==> src/rtl/multicycle_control_if.sv <==
// Signal bundle between the multi-cycle control unit (master) and the
// instruction-register / datapath / memory side (slave).
interface multicycle_control_if #(
    parameter int unsigned RET_W = 32
);
    logic [6:0]       opcode;
    logic [2:0]       funct3;
    logic             mem_ready;
    logic             br_taken;
    logic             halt_req;

    logic [2:0]       state;
    logic             PCWrite;
    logic             IRWrite;
    logic             MemRead;
    logic             MemWrite;
    logic             RegWrite;
    logic             MemtoReg;
    logic             ALUSrc1;
    logic [1:0]       ALUSrc2;
    logic [6:0]       ALUOp;
    logic [2:0]       Concat_control;
    logic [3:0]       BE;
    logic [1:0]       PCSrc;
    logic             instr_done;
    logic [RET_W-1:0] retired;
    logic             illegal;
    logic             mem_timeout;
    logic             halted;

    modport master (
        input  opcode, funct3, mem_ready, br_taken, halt_req,
        output state, PCWrite, IRWrite, MemRead, MemWrite, RegWrite, MemtoReg,
               ALUSrc1, ALUSrc2, ALUOp, Concat_control, BE, PCSrc,
               instr_done, retired, illegal, mem_timeout, halted
    );

    modport slave (
        output opcode, funct3, mem_ready, br_taken, halt_req,
        input  state, PCWrite, IRWrite, MemRead, MemWrite, RegWrite, MemtoReg,
               ALUSrc1, ALUSrc2, ALUOp, Concat_control, BE, PCSrc,
               instr_done, retired, illegal, mem_timeout, halted
    );
endinterface

==> src/rtl/multicycle_control.sv <==
// FETCH/DECODE/EXEC/MEM/WB sequencer for the multi-cycle RV32I core: datapath
// strobes, retire counting, illegal-opcode and memory-timeout traps.
module multicycle_control #(
    parameter int unsigned MEM_TIMEOUT = 15,
    parameter int unsigned TO_W        = 4,
    parameter int unsigned RET_W       = 32
) (
    input  logic                 CLK,
    input  logic                 RST,
    multicycle_control_if.master bus
);
    typedef enum logic [2:0] {
        S_FETCH  = 3'd0,
        S_DECODE = 3'd1,
        S_EXEC   = 3'd2,
        S_MEM    = 3'd3,
        S_WB     = 3'd4,
        S_HALT   = 3'd5,
        S_TRAP   = 3'd6
    } state_t;

    localparam logic [6:0] OPC_LUI    = 7'b0110111;
    localparam logic [6:0] OPC_AUIPC  = 7'b0010111;
    localparam logic [6:0] OPC_OP     = 7'b0110011;
    localparam logic [6:0] OPC_OPIMM  = 7'b0010011;
    localparam logic [6:0] OPC_LOAD   = 7'b0000011;
    localparam logic [6:0] OPC_STORE  = 7'b0100011;
    localparam logic [6:0] OPC_BRANCH = 7'b1100011;
    localparam logic [6:0] OPC_JAL    = 7'b1101111;
    localparam logic [6:0] OPC_JALR   = 7'b1100111;

    state_t            r_state;
    logic [TO_W-1:0]   r_wait;
    logic [RET_W-1:0]  r_retired;
    logic              r_illegal;
    logic              r_timeout;

    logic   w_is_load, w_is_store, w_is_branch, w_is_jal, w_is_jalr;
    logic   w_legal_op, w_illegal, w_wait_expired, w_retire;
    state_t w_retire_to;

    assign w_is_load   = (bus.opcode == OPC_LOAD);
    assign w_is_store  = (bus.opcode == OPC_STORE);
    assign w_is_branch = (bus.opcode == OPC_BRANCH);
    assign w_is_jal    = (bus.opcode == OPC_JAL);
    assign w_is_jalr   = (bus.opcode == OPC_JALR);
    assign w_legal_op  = w_is_load || w_is_store || w_is_branch || w_is_jal || w_is_jalr ||
                         (bus.opcode == OPC_LUI) || (bus.opcode == OPC_AUIPC) ||
                         (bus.opcode == OPC_OP)  || (bus.opcode == OPC_OPIMM);
    assign w_illegal   = !w_legal_op ||
                         (w_is_load  && (bus.funct3 == 3'd3 || bus.funct3 >= 3'd6)) ||
                         (w_is_store && (bus.funct3 > 3'd2));

    // Only consulted while not ready, so a ready on the expiring cycle still wins.
    assign w_wait_expired = (MEM_TIMEOUT != 0) && (r_wait == TO_W'(MEM_TIMEOUT));
    assign w_retire_to    = bus.halt_req ? S_HALT : S_FETCH;

    always_ff @(posedge CLK) begin
        if (RST) begin
            r_state   <= S_FETCH;
            r_wait    <= '0;
            r_retired <= '0;
            r_illegal <= 1'b0;
            r_timeout <= 1'b0;
        end else begin
            if (w_retire)
                r_retired <= r_retired + 1'b1;
            case (r_state)
                S_FETCH, S_MEM: begin
                    if (bus.mem_ready) begin
                        r_wait <= '0;
                        if (r_state == S_FETCH)
                            r_state <= S_DECODE;
                        else
                            r_state <= w_is_load ? S_WB : w_retire_to;
                    end else if (w_wait_expired) begin
                        r_wait    <= '0;
                        r_state   <= S_TRAP;
                        r_timeout <= 1'b1;
                    end else begin
                        r_wait <= r_wait + 1'b1;
                    end
                end
                S_DECODE: begin
                    if (w_illegal) begin
                        r_state   <= S_TRAP;
                        r_illegal <= 1'b1;
                    end else begin
                        r_state <= S_EXEC;
                    end
                end
                S_EXEC: begin
                    if (w_is_load || w_is_store)
                        r_state <= S_MEM;
                    else if (w_is_branch)
                        r_state <= w_retire_to;
                    else
                        r_state <= S_WB;
                end
                S_WB:           r_state <= w_retire_to;
                S_HALT, S_TRAP: r_state <= r_state;
                default:        r_state <= S_TRAP;
            endcase
        end
    end

    always_comb begin
        bus.PCWrite        = 1'b0;
        bus.IRWrite        = 1'b0;
        bus.MemRead        = 1'b0;
        bus.MemWrite       = 1'b0;
        bus.RegWrite       = 1'b0;
        bus.MemtoReg       = 1'b0;
        bus.ALUSrc1        = 1'b0;
        bus.ALUSrc2        = 2'b00;
        bus.ALUOp          = '0;
        bus.Concat_control = 3'b000;
        bus.BE             = '0;
        bus.PCSrc          = 2'b00;
        bus.halted         = 1'b0;
        w_retire           = 1'b0;
        if (!RST) begin
            case (r_state)
                S_FETCH: begin
                    bus.MemRead = 1'b1;
                    bus.BE      = '1;
                    bus.IRWrite = bus.mem_ready;
                end
                S_EXEC: begin
                    if (w_is_branch) begin
                        bus.PCWrite = 1'b1;
                        bus.PCSrc   = bus.br_taken ? 2'b01 : 2'b00;
                        w_retire    = 1'b1;
                    end
                end
                S_MEM: begin
                    bus.MemRead  = w_is_load;
                    bus.MemWrite = w_is_store;
                    case (bus.funct3[1:0])
                        2'b00:   bus.BE = 4'b0001;
                        2'b01:   bus.BE = 4'b0011;
                        2'b10:   bus.BE = 4'b1111;
                        default: bus.BE = 4'b0000;
                    endcase
                    if (w_is_store && bus.mem_ready) begin
                        bus.PCWrite = 1'b1;
                        w_retire    = 1'b1;
                    end
                end
                S_WB: begin
                    bus.RegWrite = 1'b1;
                    bus.MemtoReg = w_is_load;
                    bus.PCWrite  = 1'b1;
                    bus.PCSrc    = w_is_jal ? 2'b10 : (w_is_jalr ? 2'b11 : 2'b00);
                    w_retire     = 1'b1;
                end
                S_HALT:  bus.halted = 1'b1;
                default: ;
            endcase
            if (r_state == S_DECODE || r_state == S_EXEC || r_state == S_MEM || r_state == S_WB) begin
                bus.ALUOp = bus.opcode;
                case (bus.opcode)
                    OPC_LUI:    begin bus.ALUSrc2 = 2'b01; bus.Concat_control = 3'b001; end
                    OPC_AUIPC:  begin bus.ALUSrc1 = 1'b1; bus.ALUSrc2 = 2'b01; bus.Concat_control = 3'b001; end
                    OPC_JAL:    begin bus.ALUSrc1 = 1'b1; bus.ALUSrc2 = 2'b10; bus.Concat_control = 3'b010; end
                    OPC_JALR:   begin bus.ALUSrc2 = 2'b10; bus.Concat_control = 3'b011; end
                    OPC_OPIMM:  begin
                        bus.ALUSrc2        = 2'b01;
                        bus.Concat_control = (bus.funct3 == 3'd1 || bus.funct3 == 3'd5) ? 3'b110 : 3'b011;
                    end
                    OPC_LOAD:   begin bus.ALUSrc2 = 2'b01; bus.Concat_control = 3'b011; end
                    OPC_STORE:  begin bus.ALUSrc2 = 2'b01; bus.Concat_control = 3'b101; end
                    OPC_BRANCH: bus.Concat_control = 3'b100;
                    default:    ;
                endcase
            end
        end
    end

    assign bus.state       = r_state;
    assign bus.instr_done  = w_retire;
    assign bus.retired     = r_retired;
    assign bus.illegal     = r_illegal;
    assign bus.mem_timeout = r_timeout;
endmodule
==> src/flat_wrapper.sv <==
// flat-port wrapper written by rule: the top's interface ports become plain ports
module multicycle_control_flat 
#(
    parameter int unsigned MEM_TIMEOUT = 15,
    parameter int unsigned TO_W        = 4,
    parameter int unsigned RET_W       = 32
)
  (CLK, RST, bus_opcode, bus_funct3, bus_mem_ready, bus_br_taken, bus_halt_req, bus_state, bus_PCWrite, bus_IRWrite, bus_MemRead, bus_MemWrite, bus_RegWrite, bus_MemtoReg, bus_ALUSrc1, bus_ALUSrc2, bus_ALUOp, bus_Concat_control, bus_BE, bus_PCSrc, bus_instr_done, bus_retired, bus_illegal, bus_mem_timeout, bus_halted);
  multicycle_control_if #(.RET_W(RET_W)) bus_i ();
  input  logic CLK;
  input  logic RST;
  input wire logic [$bits(bus_i.opcode)-1:0] bus_opcode;
  input wire logic [$bits(bus_i.funct3)-1:0] bus_funct3;
  input wire logic [$bits(bus_i.mem_ready)-1:0] bus_mem_ready;
  input wire logic [$bits(bus_i.br_taken)-1:0] bus_br_taken;
  input wire logic [$bits(bus_i.halt_req)-1:0] bus_halt_req;
  output wire logic [$bits(bus_i.state)-1:0] bus_state;
  output wire logic [$bits(bus_i.PCWrite)-1:0] bus_PCWrite;
  output wire logic [$bits(bus_i.IRWrite)-1:0] bus_IRWrite;
  output wire logic [$bits(bus_i.MemRead)-1:0] bus_MemRead;
  output wire logic [$bits(bus_i.MemWrite)-1:0] bus_MemWrite;
  output wire logic [$bits(bus_i.RegWrite)-1:0] bus_RegWrite;
  output wire logic [$bits(bus_i.MemtoReg)-1:0] bus_MemtoReg;
  output wire logic [$bits(bus_i.ALUSrc1)-1:0] bus_ALUSrc1;
  output wire logic [$bits(bus_i.ALUSrc2)-1:0] bus_ALUSrc2;
  output wire logic [$bits(bus_i.ALUOp)-1:0] bus_ALUOp;
  output wire logic [$bits(bus_i.Concat_control)-1:0] bus_Concat_control;
  output wire logic [$bits(bus_i.BE)-1:0] bus_BE;
  output wire logic [$bits(bus_i.PCSrc)-1:0] bus_PCSrc;
  output wire logic [$bits(bus_i.instr_done)-1:0] bus_instr_done;
  output wire logic [$bits(bus_i.retired)-1:0] bus_retired;
  output wire logic [$bits(bus_i.illegal)-1:0] bus_illegal;
  output wire logic [$bits(bus_i.mem_timeout)-1:0] bus_mem_timeout;
  output wire logic [$bits(bus_i.halted)-1:0] bus_halted;
  assign bus_i.opcode = bus_opcode;
  assign bus_i.funct3 = bus_funct3;
  assign bus_i.mem_ready = bus_mem_ready;
  assign bus_i.br_taken = bus_br_taken;
  assign bus_i.halt_req = bus_halt_req;
  assign bus_state = bus_i.state;
  assign bus_PCWrite = bus_i.PCWrite;
  assign bus_IRWrite = bus_i.IRWrite;
  assign bus_MemRead = bus_i.MemRead;
  assign bus_MemWrite = bus_i.MemWrite;
  assign bus_RegWrite = bus_i.RegWrite;
  assign bus_MemtoReg = bus_i.MemtoReg;
  assign bus_ALUSrc1 = bus_i.ALUSrc1;
  assign bus_ALUSrc2 = bus_i.ALUSrc2;
  assign bus_ALUOp = bus_i.ALUOp;
  assign bus_Concat_control = bus_i.Concat_control;
  assign bus_BE = bus_i.BE;
  assign bus_PCSrc = bus_i.PCSrc;
  assign bus_instr_done = bus_i.instr_done;
  assign bus_retired = bus_i.retired;
  assign bus_illegal = bus_i.illegal;
  assign bus_mem_timeout = bus_i.mem_timeout;
  assign bus_halted = bus_i.halted;
  multicycle_control #(.MEM_TIMEOUT(MEM_TIMEOUT), .TO_W(TO_W), .RET_W(RET_W)) u_core (.CLK(CLK), .RST(RST), .bus(bus_i));
endmodule
==> config.mk <==
export PLATFORM = sky130hd
export DESIGN_NAME = multicycle_control_flat
export DESIGN_NICKNAME = d
export VERILOG_FILES = /design/src/rtl/multicycle_control_if.sv /design/src/rtl/multicycle_control.sv /design/src/flat_wrapper.sv
export SDC_FILE = /design/constraint.sdc
export NUM_CORES = 1
export LEC_CHECK = 0
export BUFFER_PORTS_ARGS = -buffer_cell sky130_fd_sc_hd__clkbuf_2
export CORE_UTILIZATION = 40
export CTS_BUF_LIST = sky130_fd_sc_hd__clkbuf_16
export DETAILED_ROUTE_END_ITERATION = 10
export HOLD_SLACK_MARGIN = 0.02
export SLEW_MARGIN = 20
export SYNTH_ARGS = -nofsm -noshare
export SYNTH_HDL_FRONTEND = slang
export SYNTH_SLANG_ARGS = --single-unit
export TNS_END_PERCENT = 20
==> constraint.sdc <==
create_clock -name CLK -period 2.9 [get_ports CLK]
set_input_delay 0.145 -clock CLK [delete_from_list [all_inputs] [get_ports CLK]]
set_output_delay 0.145 -clock CLK [all_outputs]
set_load 0.01 [all_outputs]
==> impl_metrics.csv <==
group,metric,value,unit
outcome,status,"completed",
route,first_pass_iters,4,
worst_hold_path,min-delay-path-class,"in2reg",
layout,nNetsFinal,428,
clock_network,cts-root-buf,"clkbuf_16",
synthesis,synth_seq_cells,41,
sta,tightestPinTransition,0.714,ns
synthesis,avgSynthCellArea,7.70,µm²
route,dr.first_iter.drc_count,88,
layout,syn2layout_area_growth,22.8,%
sta,setup_violations,0,
critical_path,critPathMaxFanout,11,
die,die_area,6830,µm²
layout,mostFrequentLayoutCells,"clkbuf_2 (78), dfxtp_1 (41), nor2_1 (33), a21oi_1 (33), o21ai_0 (25)",
placed_design,port_buffers,78,
critical_path,worstSetupPathType,"reg2out",
critical_path,crit_path_start,"u_core.bus.state[2]",
synthesis,synth_nets,359,
placed_design,dp_hpwl,4690,µm
global_routing,grtUsageTotal,0.192,
route,num_vias,2687,
critical_path,slowest_stage,"or3b_2",
critical_path,critical_path.top_delay_family,"simple AND/OR/NAND/NOR gates",
global_routing,top_usage_layer,"met2",
die,core,6310,µm²
critical_path,critical_path_buf_inv_count,1,
critical_path,max_stage_delay,0.53,ns
global_routing,grt-ovfl-total,0,
layout,stdcell_count,485,
placed_design,dp_cells,477,
clock_network,clock_latency,0.28,ns
route,drc,0,
sta,period_needed,2.57,ns
die,ios,79,
synthesis,synth_ff_type,"dfxtp_1",
synthesis,yosysWarnings,0,
die,dieHeight,82.7,µm
layout,final_common_cell,"clkbuf_2",
critical_path,end_kind,"output pin",
sta,slew_viol_final,0,
sta,period_share,0.885,
clock_network,cts_buffers,5,
layout,num-fill-cells,636,
clock_network,cts_tree,"done",
clock_network,cts_buffer_depth,2,
global_routing,grtUsageMet3,0.0363,
critical_path,start_kind,"flop",
route,totalWireLength,6450,µm
critical_path,arrival,2.42,ns
clock_network,cts.reportedPaths.clkPinSlew,0.05,ns
placed_design,routabilityCongestion,0.845,
synthesis,synth_edf_count,0,
layout,final_layout_size_suffix_gt1_frac,0.245,
synthesis,async_flop_share,0,
synthesis,synth_area,2600,µm²
sta,finClkSkew,0.00762,ns
global_routing,grt_antenna_before_repair,0,
power_and_ir_drop,power_density,564,nW/µm²
synthesis,synth.distinct_cells,53,
power_and_ir_drop,power.total,0.00180,W
critical_path,reg2reg_slack,0.57,ns
power_and_ir_drop,p_leak,1.30,nW
power_and_ir_drop,max-vdd-ir-drop,0.416,mV
route,ant_nets,0,
global_routing,grt_max_degree,49,
global_routing,grtUsageMet1,0.277,
clock_network,cts_setup_buffers,0,
sta,hold_viol,0,
sta,relSlewSlack,0.520,
sta,hold_slack,0.213,ns
route,post_drt_wl_per_cell,13.3,µm
die,start_util,0.412,
critical_path,cp_cell_sequence,"or3b_2 -> a21oi_1 -> nand4_1 -> nor3_1 -> clkbuf_2",
layout,fin_util,0.506,
global_routing,grt_pass1_wl,10300,µm
die,rows,29,
sta,setup_total_negative_slack,0,ns
synthesis,synthCells,338,
clock_network,clock_sinks,41,
critical_path,reg2reg_from,"u_core.bus.state[2]",
die,fp.dieW,82.7,µm
sta,rsz0062_at_grt,"no",
worst_hold_path,worstHoldStart,"bus_halt_req",
synthesis,yosysSeqAreaShare,0.315,
route,viasPerCell,5.54,
sta,max_freq,390,MHz
clock_network,cts_hold_buf,0,
run,cap_viol_max_count,0,
global_routing,grt_util_met2,0.286,
critical_path,required,2.76,ns
layout,antenna_cells,0,
global_routing,grt_pass1_vias,2225,
clock_network,cts_max_level,2,
clock_network,cts.repair.resized,0,
==> cell usage after synthesis (all sizes together) (5+ instances only) <==
cell type  count  area [µm²]
xor2           9        78.8
nor4           5        46.3
o21ai         26         130
ha             6        75.1
buf            6        41.3
or4            8        63.8
and2          11        68.8
and3           5        31.3
a21oi         33         165
o31ai          9        67.6
nand2         13        48.8
dfxtp         41         821
nor2          34         130
o211ai         6        55.1
inv           15        56.3
nand4          6        37.5
or3           15        93.8
nand3         11        55.1
o21a           5        37.5
clkbuf        16        60.1
nor3          13        65.1
==> cell families after synthesis <==
kind of cell	after synthesis	synth area share
simple gates	143	0.310
compound gates	100	0.248
buf+inv	37	0.0606
fa+ha+maj	6	0.0288
flops	41	0.315
mux	1	0.00385
xor+xnor	10	0.0337
==> report_power, final <==
group          total, W  internal, W  switching, W
logic          0.000542     0.000218      0.000324
clock network  0.000607     0.000400      0.000208
registers      0.000652     0.000599     0.0000534
==> routing by layer <==
metal / up-vias / routed length (µm)
met5: - / 0
met4: 0 / 36
met3: 4 / 334
met2: 60 / 2840
met1: 1240 / 3240
li1: 1383 / -
==> area by class of cell <==
class,count,area (µm²),share of cell area
clock buffer,5,125,0.0392
tap,77,96.3,0.0301
timing repair buffer,84,435,0.136
inverter,15,56.3,0.0176
sequential,41,821,0.257
multi-input combinational,260,1620,0.508
clock inverter,3,37.5,0.0117
==> state kept, by name, summed over array words and instances, names as in the netlist <==
| register | count |
|---|---|
| u_core.r_wait | 4 |
| u_core.bus.illegal | 1 |
| u_core.bus.state | 3 |
| u_core.bus.mem_timeout | 1 |
| u_core.bus.retired | 32 |
==> final timing paths <==
kind	endpoint	cells past startpoint
min reg2reg	u_core.bus.mem_timeout	2
min	u_core.bus.state[0]	3
max reg2reg	u_core.bus.retired[23]	6
max	bus_Concat_control[2]	5
==> worst reg2reg max path: stages, from the launching register on <==
cell	delay, ns
dfxtp_1	0.40
buf_4	0.21
nand2b_1	0.19
nor4_4	0.40
o211ai_2	0.32
or4_1	0.59
a21oi_1	0.15
==> stage by stage <==
step                      worst slack (ns)  instance area, µm²
final                                0.333                3200
after global routing                 0.148                3200
after CTS                            0.301                3200
after detailed placement             0.507                3030
after global placement               0.546                3030
after floorplan                      0.825                2600
(Power assumes the default switching activity.)
